### config.mk
export PLATFORM = sky130hd
export DESIGN_NAME = pipeline_hazard_ctrl
export DESIGN_NICKNAME = d
export VERILOG_FILES = /design/src/rtl/pipeline_hazard_ctrl.sv
export SDC_FILE = /design/constraint.sdc
export NUM_CORES = 1
export LEC_CHECK = 0
export ABC_AREA = 0
export CAP_MARGIN = 10
export CORE_ASPECT_RATIO = 0.7
export CORE_MARGIN = 4
export CORE_UTILIZATION = 35
export DETAILED_ROUTE_END_ITERATION = 10
export GPL_TIMING_DRIVEN = 0
export PLACE_DENSITY = 0.79
export SLEW_MARGIN = 5
export SYNTH_ARGS = -nofsm -noshare
export SYNTH_HDL_FRONTEND = slang
export SYNTH_SLANG_ARGS = --single-unit
### constraint.sdc
create_clock -name clk -period 2 [get_ports clk]
set_clock_uncertainty 0.1 [all_clocks]
set_input_delay 0.4 -clock clk [delete_from_list [all_inputs] [get_ports clk]]
set_output_delay 0.4 -clock clk [all_outputs]
set_load 0.1 [all_outputs]
### src/rtl/pipeline_hazard_ctrl.sv
// Pipeline stall/flush/forwarding controller with memory-wait watchdog for the 5-stage MIPS core.
// Optional performance counters are enabled by defining HAZARD_PERF_CNT_EN.
module pipeline_hazard_ctrl #(
  parameter int MEM_TIMEOUT = 64,
  parameter int TO_W        = 8,
  parameter int CNT_W       = 32
) (
  input  logic       clk,
  input  logic       reset,
  input  logic [4:0] rs_d,
  input  logic [4:0] rt_d,
  input  logic [4:0] rs_e,
  input  logic [4:0] rt_e,
  input  logic [4:0] register_d_e,
  input  logic       mem_rd_en_e,
  input  logic [4:0] register_d_m,
  input  logic       reg_write_m,
  input  logic       mem_rd_en_m,
  input  logic       mem_wr_en_m,
  input  logic       mem_ready,
  input  logic [4:0] register_d_w,
  input  logic       reg_write_w,
  input  logic       branch_taken_e,
  output logic       stall_f,
  output logic       stall_d,
  output logic       flush_d,
  output logic       flush_e,
  output logic       stall_e,
  output logic       stall_m,
  output logic [1:0] forward_a_e,
  output logic [1:0] forward_b_e,
  output logic       mem_fault,
  output logic [1:0] ctrl_state
`ifdef HAZARD_PERF_CNT_EN
  ,
  output logic [CNT_W-1:0] stall_cycles,
  output logic [CNT_W-1:0] bubble_count,
  output logic [CNT_W-1:0] flush_count
`endif
);

  typedef enum logic [1:0] {
    RUN      = 2'b00,
    MEM_WAIT = 2'b01,
    FAULT    = 2'b10
  } state_t;

  if ((MEM_TIMEOUT < 2) || ((2 ** TO_W) <= MEM_TIMEOUT) || (CNT_W < 1)) begin : g_param_check
    $error("pipeline_hazard_ctrl: invalid MEM_TIMEOUT/TO_W/CNT_W");
  end

  state_t          state, state_nxt, eff_state;
  logic [TO_W-1:0] wait_cnt, wait_cnt_nxt;
  logic            fault_nxt;
  logic            mem_req, load_use, run_rules, hold_all;

  function automatic logic [1:0] fwd_sel(input logic [4:0] src, input logic [4:0] rd_m,
                                         input logic wr_m, input logic [4:0] rd_w,
                                         input logic wr_w);
    if (wr_m && (rd_m != 5'd0) && (rd_m == src))      fwd_sel = 2'b10;
    else if (wr_w && (rd_w != 5'd0) && (rd_w == src)) fwd_sel = 2'b01;
    else                                              fwd_sel = 2'b00;
  endfunction

  always_comb begin
    forward_a_e = fwd_sel(rs_e, register_d_m, reg_write_m, register_d_w, reg_write_w);
    forward_b_e = fwd_sel(rt_e, register_d_m, reg_write_m, register_d_w, reg_write_w);
  end

  assign mem_req  = mem_rd_en_m | mem_wr_en_m;
  assign load_use = mem_rd_en_e && (register_d_e != 5'd0) &&
                    ((register_d_e == rs_d) || (register_d_e == rt_d));
  assign ctrl_state = state;

  // In the reset cycle the outputs follow the RUN rules regardless of the held state.
  always_comb begin
    eff_state    = reset ? RUN : state;
    state_nxt    = state;
    wait_cnt_nxt = wait_cnt;
    fault_nxt    = mem_fault;
    run_rules    = 1'b0;
    hold_all     = 1'b0;
    case (eff_state)
      RUN: begin
        if (mem_req && !mem_ready) begin
          hold_all     = 1'b1;
          state_nxt    = MEM_WAIT;
          wait_cnt_nxt = TO_W'(1);
        end else begin
          run_rules = 1'b1;
        end
      end
      MEM_WAIT: begin
        if (mem_ready) begin
          run_rules    = 1'b1;
          state_nxt    = RUN;
          wait_cnt_nxt = '0;
        end else begin
          hold_all = 1'b1;
          if (wait_cnt == TO_W'(MEM_TIMEOUT - 1)) begin
            state_nxt = FAULT;
            fault_nxt = 1'b1;
          end else begin
            wait_cnt_nxt = wait_cnt + TO_W'(1);
          end
        end
      end
      default: begin
        hold_all  = 1'b1;
        state_nxt = FAULT;
      end
    endcase
  end

  // Branch redirect outranks the load-use bubble; both only apply when the pipe is moving.
  always_comb begin
    stall_f = hold_all;
    stall_d = hold_all;
    stall_e = hold_all;
    stall_m = hold_all;
    flush_d = 1'b0;
    flush_e = 1'b0;
    if (run_rules) begin
      if (branch_taken_e) begin
        flush_d = 1'b1;
        flush_e = 1'b1;
      end else if (load_use) begin
        stall_f = 1'b1;
        stall_d = 1'b1;
        flush_e = 1'b1;
      end
    end
  end

  always_ff @(posedge clk) begin
    if (reset) begin
      state     <= RUN;
      wait_cnt  <= '0;
      mem_fault <= 1'b0;
    end else begin
      state     <= state_nxt;
      wait_cnt  <= wait_cnt_nxt;
      mem_fault <= fault_nxt;
    end
  end

`ifdef HAZARD_PERF_CNT_EN
  logic bubble_evt, flush_evt;
  assign bubble_evt = run_rules && !branch_taken_e && load_use;
  assign flush_evt  = run_rules && branch_taken_e;

  always_ff @(posedge clk) begin
    if (reset) begin
      stall_cycles <= '0;
      bubble_count <= '0;
      flush_count  <= '0;
    end else begin
      if (stall_m && (stall_cycles != '1))    stall_cycles <= stall_cycles + CNT_W'(1);
      if (bubble_evt && (bubble_count != '1)) bubble_count <= bubble_count + CNT_W'(1);
      if (flush_evt && (flush_count != '1))   flush_count  <= flush_count + CNT_W'(1);
    end
  end
`endif

endmodule

==> impl_metrics.json <==
{
  "status": "complete, but fails checks",
  "violations": "negative setup slack",
  "drt-met1-wl_um": 1843,
  "wl_met3_um": 178,
  "place_ws_ns": -1.781,
  "clockBufferDepth": 2,
  "die_area_mm2": 0.003912,
  "die_w_um": 73.07,
  "worst_slew_pin_slew_ns": 0.9981,
  "antenna_found_initial": 0,
  "grt-ovfl-total": 0,
  "final_net_count": 246,
  "via_per_inst": 5.479,
  "yosys.area.top_type": "dfxtp_1",
  "htreeDepth": 1,
  "critPathKind": "in2out",
  "synth_seq_area_share": 0.2123,
  "antenna_cells": 0,
  "leakagePower_nw": 0.8351,
  "clkLatencyLatePin_ns": 0.24,
  "highest_layer": "met4",
  "netlist_instances": 126,
  "chipHeight_um": 53.55,
  "synth_area_leaders": "dfxtp_1 (21%), xor2_1 (20%), or4_1 (5.1%)",
  "ant_nets": 0,
  "synthDominantCellAreaShare": 0.2123,
  "portBuffers": 56,
  "drt_iter0_drc": 76,
  "end_kind": "primary output",
  "layout-drive-gt1-share": 0.5100,
  "vias": 1293,
  "finalCritPeriodShare": 1.154,
  "place_congestion": 0.7933,
  "gr-usage-all-layers": 0.2123,
  "period_needed_ns": 2.307,
  "ys_seq_elements": 11,
  "grt_max_degree": 11,
  "layout_common_cells": "xor2_1 (22), buf_4 (14), buf_2 (14)",
  "dp_hpwl_um": 3124,
  "layout.cells.non_filler": 236,
  "wl_per_cell_um": 18.38,
  "cts_sinks": 11,
  "p_per_area_mw_per_mm2": 420.1,
  "hold-worst-slack_ns": 0.3351,
  "min_path_type": "in2reg",
  "layout_commonest_cell": "xor2_1",
  "hold_violations": 0,
  "rows": 16,
  "ir_drop_mv": 0.2213,
  "grt_pass1_vias": 1254,
  "finalMaxSlewViolations": 0,
  "met2_length_um": 2234,
  "rsz0062_at_grt": "true",
  "drv_cap": 0,
  "post-route-drc-count": 0,
  "fp.coreArea_mm2": 0.002823,
  "syn-num-nets": 171,
  "pin_count": 57,
  "synth_area_per_cell_um2": 8.232,
  "rrSetupSlack_ns": 0.06,
  "clk_pin_slew_ns": 0.05,
  "floorplan.initialDensity": 0.3675,
  "cp.arrival_ns": 1.81,
  "placed_cells": 218,
  "critPathLaunchType": "input pin",
  "cp_max_fo": 3,
  "root_buffer": "clkbuf_8",
  "required_ns": 1.50,
  "grt_pass1_wl_um": 6196,
  "ys.warnings.count": 0,
  "fmax_mhz": 433.4,
  "numCtsBuffers": 3,
  "area_growth_pct": 98.79,
  "cts_tree": "done",
  "slew-limit-headroom": 0.3372,
  "setup_ws_ns": -0.3072,
  "syn-cell-area_mm2": 0.001037,
  "dr.pass1.iters": 4,
  "routed_wl_um": 4338,
  "ys_types": 37,
  "setup_viol_count_final": 7
}
[path summary, 6_finish.rpt]
path	startpoint	end	depth (start not counted)
max reg2reg	ctrl_state[1]	wait_cnt[6]	6
min reg2reg	wait_cnt[7]	wait_cnt[7]	2
max	register_d_w[2]	forward_a_e[0]	6
min	mem_ready	ctrl_state[0]	2
[power by group]
| group | internal (mW) | total (mW) | switching (mW) |
|---|---|---|---|
| Sequential | 0.221 | 0.226 | 0.00460 |
| Combinational | 0.176 | 0.413 | 0.237 |
| Clock | 0.140 | 0.227 | 0.0871 |
[metal layers]
layer	up-vias	global-route usage
met2	41	0.3591
li1	615	-
met3	10	0.04291
met1	627	0.2795
met5	-	0
met4	0	0.04908
[state kept, by name (all words and copies together) (netlist names)]
signal      cells
wait_cnt        8
ctrl_state      2
mem_fault       1
[Yosys cell counts, drive strengths merged]
cell type  count
or4            8
o21ba          1
a22oi          1
o21ai          7
xor2          24
a211o          1
a211oi         1
o41ai          1
or4b           2
or3            2
or2b           1
nor4           7
inv            4
o2111ai        1
nand2          5
o21bai         2
buf            3
and4           1
o211ai         2
nand2b         1
nor4b          1
nor3           4
o31ai          5
nor2b          2
nand4          1
xnor2          6
dfxtp         11
or2            2
nand3          6
ha             1
a21oi          6
nor2           6
[layout make-up]
type | count | area (um^2)
timing repair buffer | 70 | 636.9
clock buffer | 4 | 45.04
buffer | 3 | 38.79
inverter | 4 | 18.77
multi-input combinational | 108 | 1050
fill | 198 | 760.7
tap | 36 | 45.04
sequential | 11 | 227.7
[metrics by stage]
| stage | setup TNS (ns) | power [mW] | util | cell area, um^2 |
|---|---|---|---|---|
| after CTS | -1.637 | 0.8533 | 0.7207 | 2034 |
| after global routing | -1.645 | 0.9002 | 0.7305 | 2062 |
| after detailed placement | -20.06 | 0.6096 | 0.6574 | 1856 |
| after floorplan | -3.082 | 0.4521 | - | 1250 |
| after global placement | -19.24 | 0.6010 | 0.6574 | 1856 |
| final | -1.438 | 0.8663 | 0.7305 | 2062 |
[worst max-delay path: stages]
cell	delay, ns
buf_2	0.12
or4_4	0.13
o21ai_2	0.05
or4_4	0.54
nor4_4	0.30
buf_6	0.26
[cells by family (layout without fill, tap and decap cells)]
kind of cell / Yosys count / count (layout) / synth area share
AND/OR/NAND/NOR: 49 / 49 / 0.3004
XOR/XNOR: 30 / 30 / 0.2533
AO/OA/AOI/OAI: 28 / 28 / 0.1821
flip-flops: 11 / 11 / 0.2123
buffers and inverters: 7 / 81 / 0.03980
adder cells (fa/ha/maj): 1 / 1 / 0.01206
[timing repair]
| action | in CTS | in global routing |
|---|---|---|
| resized for setup | 199 | 39 |
| endpoints found under the setup margin | 23 | 19 |
| pin swaps | 33 | 15 |
| buffers inserted | 8 | 6 |
| gates cloned | 0 | 1 |
| hold buffers | 0 | 0 |
Power figures use the tool's default switching activity.
